`src/rtl/div_iterative.sv`:
```
// div_iterative: multi-cycle radix-2 restoring divider behind the EX-stage DIV/DIVU
// start/done handshake. One quotient bit is produced per cycle, so an operation takes
// WIDTH iterations plus accept, done and release cycles.
//
// Ports:
//   clock          core clock, all state updates on the rising edge
//   reset          synchronous, active-high reset
//   start          level request from EX, held for the whole DIV/DIVU occupancy
//   flag_unsigned  1 = DIVU, 0 = DIV (two's complement)
//   operand1       dividend (rs), sampled only in the accept cycle
//   operand2       divisor (rt), sampled only in the accept cycle
//   result         {remainder, quotient}, registered (remainder -> HI, quotient -> LO)
//   done           single-cycle completion pulse, registered
//   busy           high in every state except idle
module div_iterative #(
    parameter int unsigned WIDTH = 32
) (
    input  logic                 clock,
    input  logic                 reset,
    input  logic                 start,
    input  logic                 flag_unsigned,
    input  logic [WIDTH-1:0]     operand1,
    input  logic [WIDTH-1:0]     operand2,
    output logic [2*WIDTH-1:0]   result,
    output logic                 done,
    output logic                 busy
);

    localparam int unsigned CntW = $clog2(WIDTH + 1);
    localparam logic [CntW-1:0] LastCnt = CntW'(WIDTH - 1);

    typedef enum logic [1:0] {
        StIdle,
        StBusy,
        StDone,
        StRelease
    } state_e;

    state_e           state_q;
    logic [CntW-1:0]  cnt_q;
    logic [WIDTH-1:0] rem_q;    // partial remainder
    logic [WIDTH-1:0] quo_q;    // dividend bits shift out the top, quotient bits in the bottom
    logic [WIDTH-1:0] div_q;    // divisor magnitude
    logic             q_neg_q;
    logic             r_neg_q;

    logic             sign1;
    logic             sign2;
    logic [WIDTH-1:0] op1_abs;
    logic [WIDTH-1:0] op2_abs;
    logic [WIDTH:0]   partial;
    logic [WIDTH:0]   diff;
    logic [WIDTH-1:0] rem_nxt;
    logic [WIDTH-1:0] quo_nxt;
    logic [WIDTH-1:0] rem_fin;
    logic [WIDTH-1:0] quo_fin;

    // Operand magnitudes; the most-negative value maps onto itself, which is the
    // correct unsigned magnitude.
    always_comb begin
        sign1   = ~flag_unsigned & operand1[WIDTH-1];
        sign2   = ~flag_unsigned & operand2[WIDTH-1];
        op1_abs = sign1 ? -operand1 : operand1;
        op2_abs = sign2 ? -operand2 : operand2;
    end

    // One restoring step. The partial remainder is kept one bit wider so the
    // trial subtraction's borrow lands in the top bit.
    always_comb begin
        partial = {rem_q, quo_q[WIDTH-1]};
        diff    = partial - {1'b0, div_q};
        rem_nxt = diff[WIDTH] ? partial[WIDTH-1:0] : diff[WIDTH-1:0];
        quo_nxt = (quo_q << 1) | WIDTH'(!diff[WIDTH]);
        rem_fin = r_neg_q ? -rem_nxt : rem_nxt;
        quo_fin = q_neg_q ? -quo_nxt : quo_nxt;
    end

    assign busy = (state_q != StIdle);

    always_ff @(posedge clock) begin
        if (reset) begin
            state_q <= StIdle;
            cnt_q   <= '0;
            rem_q   <= '0;
            quo_q   <= '0;
            div_q   <= '0;
            q_neg_q <= 1'b0;
            r_neg_q <= 1'b0;
            result  <= '0;
            done    <= 1'b0;
        end else begin
            done <= 1'b0;
            unique case (state_q)
                StIdle: begin
                    if (start) begin
                        rem_q   <= '0;
                        quo_q   <= op1_abs;
                        div_q   <= op2_abs;
                        q_neg_q <= sign1 ^ sign2;
                        r_neg_q <= sign1;
                        cnt_q   <= '0;
                        state_q <= StBusy;
                    end
                end
                StBusy: begin
                    rem_q <= rem_nxt;
                    quo_q <= quo_nxt;
                    cnt_q <= cnt_q + CntW'(1);
                    // The final step feeds the sign fix-up directly so done can
                    // rise in the very next cycle.
                    if (cnt_q == LastCnt) begin
                        result  <= {rem_fin, quo_fin};
                        done    <= 1'b1;
                        state_q <= StDone;
                    end
                end
                StDone: begin
                    state_q <= StRelease;
                end
                StRelease: begin
                    // EX still shows the finished instruction here; start is ignored.
                    state_q <= StIdle;
                end
                default: begin
                    state_q <= StIdle;
                end
            endcase
        end
    end

endmodule

```
`config.mk`:
```
export PLATFORM = sky130hd
export DESIGN_NAME = div_iterative
export DESIGN_NICKNAME = d
export VERILOG_FILES = /design/src/rtl/div_iterative.sv
export SDC_FILE = /design/constraint.sdc
export NUM_CORES = 1
export LEC_CHECK = 0
export ABC_AREA = 1
export CAP_MARGIN = 0
export CORE_MARGIN = 3
export CORE_UTILIZATION = 63
export DETAILED_ROUTE_END_ITERATION = 6
export HOLD_SLACK_MARGIN = 0.06
export PLACE_DENSITY = 0.87
export RECOVER_POWER = 25
export SLEW_MARGIN = 40
export SYNTH_ARGS = -nofsm -noshare
export SYNTH_HDL_FRONTEND = slang
export SYNTH_SLANG_ARGS = --single-unit
export TNS_END_PERCENT = 50
```
`constraint.sdc`:
```
create_clock -name clock -period 9.4 [get_ports clock]
set_input_delay 1.88 -clock clock [delete_from_list [all_inputs] [get_ports clock]]
set_output_delay 1.88 -clock clock [all_outputs]
set_load 0.1 [all_outputs]
```
---- Word-level counts from Yosys, hierarchy flattened ----
Cells that the tools add are included.
operators by class
  bitwise gates (word level) .............. 6
  equality and inequality tests ........... 6
  multiplexer cells ....................... 15
  reductions and logical operators ........ 9
  add/subtract/negate cells ............... 6
operator list
  kind                   number
  $mux W32               7
  $neg A32 Y32           4
  $pmux W32 S2           2
  $sub A33 B32 Y33       1
  $or A32 B1 Y32         1
  $pmux W6 S2            1
  $pmux W2 S4            1
  $reduce_and A2 Y1      4
  $add A6 B1 Y6 const B  1
  $eq A6 B5 Y1 const B   1
  $mux W6                1
  $eq A2 B2 Y1 const B   2
  $mux W2                2
  $ne A2 B2 Y1 const B   2
  $reduce_bool A2 Y1     2
  $and A1 B1 Y1          2
  $eq A2 B1 Y1 const B   1
  $logic_not A2 Y1       1
  $not A1 Y1             2
  $reduce_or A2 Y1       1
  $logic_not A1 Y1       1
  $mux W1                1
  $xor A1 B1 Y1          1
storage, ports and cells
  register bits ........................... 171
  output and inout port bits .............. 66
  input port bits ......................... 68

---- Longest topological paths before layout ----
  depth after elaboration ................. 5
  depth in mapped cells ................... 28
  gate-level depth less buffers ........... 27

---- Least setup slack after synthesis ----
No wires, ideal clock.
  path type ............................... input to register
  start ................................... input operand2[1]
  end ..................................... register div_q[30]
  buffers on the path ..................... 0
  setup time .............................. 115 ps
  data required time ...................... 9285 ps
  arrival time ............................ 3695 ps
  path slack .............................. 5590 ps
  cell stages on the path ................. 14
  cell sequence ........................... inv_1 ha_1 nor3b_1 nand2_1 nor2_1 nand4_1 nor4_1 nor2_1 nor2_1 o21ai_0 a21oi_1 xor2_1 o21ai_0 inv_1
between the ends
  cells in the longest elaborated chain, start to end .. 2
RTL lines
  what                    RTL line  source
  start: declaration      23        input logic [WIDTH-1:0] operand2,
  $neg A32 Y32            64        op2_abs = sign2 ? -operand2 : operand2;
  $mux W32                64
  end signal: assignment  98        div_q <= op2_abs;
  end: declaration        43        logic [WIDTH-1:0] div_q;
Every way passes these cells.
A chain may end at the register's enable or synchronous reset.

---- Worst setup path in the final report ----
  start ................................... register state_q[1]
  end ..................................... register result[18]
between the ends
  cells in the longest elaborated chain, start to end .. 2
RTL lines
  what                         RTL line  source
  start: declaration           39        state_e state_q;
  start signal: assignment     82        state_q <= StIdle;
  start signal: assignment     102       state_q <= StBusy;
  start signal: assignment     114       state_q <= StDone;
  $eq A2 B1 Y1                 93        unique case (state_q)
  $reduce_and A2 Y1 (no line)  -
  end signal: assignment       112       result <= {rem_fin, quo_fin};
  end: declaration             24        output logic [2*WIDTH-1:0] result,
Every way passes these cells.

==> flow_summary.toml <==
[critical_path]
criticalPathCategory = "reg2reg"
crit_fanout = 65
cp.arrival_ns = 6.39
crit_chain = "inv_1 -> ha_1 -> buf_4 -> inv_2 -> nor2_4 -> clkbuf_1 -> inv_1 -> nor2_1 -> clkinv_2 -> nand2_1 -> o21ai_0 -> inv_1"
slowest_delay_ns = 1.96
cpLargestDelayFamily = "buffers and inverters"
critPathRequiredTime_ns = 9.78
regToRegEndpoint = "result[18]$_SDFFE_PP0P_"
worst_setup_path_start_kind = "flip-flop"
reg2reg_slack_ns = 3.39
path_depth = 12
cp.buffers_inverters = 7
r2r_cells = 12
crit_slowest_cell = "clkbuf_1"
reg2reg_from = "state_q[1]$_SDFFE_PP0P_"
crit_top_cell = "inv_1"
cp-end-kind = "flip-flop"

[die]
core_area_um2 = 19700
initial_core_util = 0.647
die_w_um = 148
io_pins = 134
placementRows = 51
die_h_um = 148
die-area_um2 = 21900

[synthesis]
synth_cells = 2098
yosys_warnings = 0
postSynthAreaPerCell_um2 = 6.06
ys_ff_latch = 171
syn_nets = 2207
synth_ff_type = "dfxtp_1"
synth-async-reset-ratio = 0
synth-edff-count = 0
synth.cell_area_um2 = 12700
ys_seq_area_frac = 0.269
ys_types = 54

[pwr]
intPower_mw = 1.73
cellPowerDensity_nw_per_um2 = 240
switchingPower_mw = 1.70
swShare = 0.495
p_total_mw = 3.43
seqPwrFrac = 0.273
p_comb_frac = 0.522
p_clk_frac = 0.206
leakage_nw = 7.12
ir_drop_uv = 254

[routing]
vias = 13900
viasPerCell = 5.65
post_drt_wl_per_cell_um = 15.7
finalWirelength_um = 38600
post-route-drc-count = 1
ant_nets = 0
firstDrtPassIters = 7
drt_iter0_drc = 1378

[global_route]
grt_pass1_wl_um = 62300
grt_max_degree = 80
antenna_found_initial = 1
grt_pass1_vias = 12900
overflow = 0
grtUsageTotal = 0.347

[outcome]
status = "finished with violations"
violations = "design-rule violations, max-capacitance violations, max-slew violations"

[cts]
cts_tree = "yes"
insertion_delay_ns = 0.44
clock_path_buffers = 2
postCtsSetupRepairBufs = 0
cts.sinks = 171
cts_resized = 0
htreeDepth = 4
numCtsBuffers = 17
cts-root-buf = "clkbuf_16"
cts.clk_slew.worst_paths_ns = 0.08
holdBufCountCts = 0

[timing]
finalSetupTns_ns = 0
final.setup_skew_ns = 0.0205
slew_viol_final = 143
relSlewSlack = -1.16
min_period_over_period = 0.639
worst_slew_pin_slew_ns = 3.25
fin_crit_ns = 6.01
clock.fmax_mhz = 166
rsz0062_at_grt = "no"
hold_viol_final = 0
setup_violations = 0

[layout]
num_antenna_cells = 0
finalNetCount = 2293
finalCoreUtilization = 0.728
layout-drive-gt1-share = 0.0614
area_delta_synth_final_pct = 12.4

[worst_hold_path]
worst_hold_path.endpoint = "quo_q[29]$_SDFFE_PP0P_"
hold_path.class = "reg2reg"
holdPathStages = 2
hp-start = "quo_q[29]$_SDFFE_PP0P_"

[flow_run]
drv_cap = 2

[place]
dp_hpwl_um = 29300
gp_congestion = 0.999
portBuffers = 133
-- power groups by stage --
stage          Clock (mW)  Combinational (mW)  Sequential (mW)
3_3_place_gp            0                1.70            0.938
4_1_cts             0.705                1.75            0.927
5_1_grt             0.737                1.99            0.945
6_report            0.706                1.79            0.934
3_5_place_dp            0                1.73            0.942
2_1_floorplan           0                1.34            0.903
-- per-layer routing --
layer	share of wire	GRT usage	up-vias
met1	0.41	0.443	6308
met3	0.071	0.0573	127
li1	-	-	6881
met4	0.049	0.170	2
met2	0.47	0.574	586
met5	0.00021	0	-
-- per-stage QoR --
step                worst slack, ns  hold WS, ns  std cells  cell area [um2]
global route                   2.86        0.492       2462            14300
finish                         3.39        0.468       2462            14300
detailed placement             4.75        0.457       2429            13800
global placement               4.76        0.454       2429            14100
CTS                            4.84        0.468       2461            14400
floorplan                      5.59        0.445       2098            12700
-- final cells by class --
class	count	area, um2
clock inverter	15	173
multi-input combinational	1564	7870
clock buffer	17	425
tap	265	332
inverter	288	1080
sequential	171	3420
fill	1809	5350
timing repair buffer	142	1000
-- logic make-up after synthesis --
logic type | after synthesis | share of synthesized area
compound gates | 395 | 0.173
xor+xnor | 74 | 0.0509
fa+ha+maj | 41 | 0.0409
buf+inv | 363 | 0.113
flops | 171 | 0.269
simple gates | 1054 | 0.353
-- how the worst max path moves through the flow --
stage | slack [ns] | from | to
2_1_floorplan | 5.59 | operand2[1] | div_q[30]$_SDFFE_PP0P_
3_3_place_gp | 4.76 | start | q_neg_q$_SDFFE_PP0P_
3_5_place_dp | 4.75 | operand2[0] | div_q[30]$_SDFFE_PP0P_
4_1_cts | 4.84 | quo_q[31]$_SDFFE_PP0P_ | result[26]$_SDFFE_PP0P_
5_1_grt | 2.86 | state_q[1]$_SDFFE_PP0P_ | result[18]$_SDFFE_PP0P_
6_report | 3.39 | state_q[1]$_SDFFE_PP0P_ | result[18]$_SDFFE_PP0P_
-- Yosys cell counts (2+ instances only) --
master	n	area, um2
o21ai_1	8	40.0
nand4_1	15	93.8
nand3_1	97	485
o31ai_1	4	30.0
inv_1	273	1020
nor3b_1	2	15.0
o21ai_0	126	631
nor2_1	192	721
nand3_2	2	20.0
buf_2	3	15.0
ha_1	40	500
xor2_1	58	508
nor3_1	25	125
nand3b_1	3	22.5
nand2_2	28	175
and2_1	2	12.5
buf_6	3	33.8
buf_8	3	45.0
buf_1	3	11.3
a31oi_1	3	18.8
xnor2_1	16	140
clkinv_1	6	22.5
o221ai_1	10	87.6
nor2_4	5	56.3
nand2_1	645	2420
a21oi_1	182	911
a41oi_1	2	17.5
clkbuf_1	61	229
nor4_1	9	56.3
nor2_2	10	62.6
o21bai_1	6	45.0
nand2_4	8	90.1
a21o_1	4	30.0
o211ai_1	26	195
dfxtp_1	171	3420
nand3_4	3	52.6
inv_2	9	33.8
a22oi_1	14	105
o21ai_2	3	26.3
or2_2	4	25.0
-- layout by cell type (no fill, tap or decap), types with 4 or more instances in the layout --
cell / Yosys / layout
buf_4: 1 / 6
nor3_1: 25 / 25
xnor2_1: 16 / 16
o31ai_1: 4 / 4
a21oi_1: 182 / 182
clkdlybuf4s50_1: 0 / 64
nor4_1: 9 / 9
a21o_1: 4 / 4
or2_2: 4 / 4
nor2_4: 5 / 6
nand2_1: 645 / 645
nand2_2: 28 / 28
xor2_1: 58 / 58
o211ai_1: 26 / 26
clkinv_8: 0 / 5
o21ai_0: 126 / 125
o21bai_1: 6 / 6
inv_2: 9 / 10
o21ai_1: 8 / 9
nand3_1: 97 / 97
o221ai_1: 10 / 10
ha_1: 40 / 40
clkbuf_1: 61 / 55
inv_1: 273 / 273
dfxtp_1: 171 / 171
clkbuf_16: 0 / 17
buf_2: 3 / 14
nand4_1: 15 / 15
a22oi_1: 14 / 14
nand2_4: 8 / 8
nor2_1: 192 / 190
nor2_2: 10 / 11
-- state kept, by name, indices dropped and copies added, names as in the netlist --
register  cells
state_q       2
q_neg_q       1
quo_q        32
rem_q        32
div_q        32
done          1
cnt_q         6
result       64
r_neg_q       1
-- worst min-delay path, stage by stage (launching register included) --
cell,delay (ns)
dfxtp_1,0.31
nand2_1,0.06
a21oi_1,0.05
No activity file was read; power rests on OpenSTA's default activity.
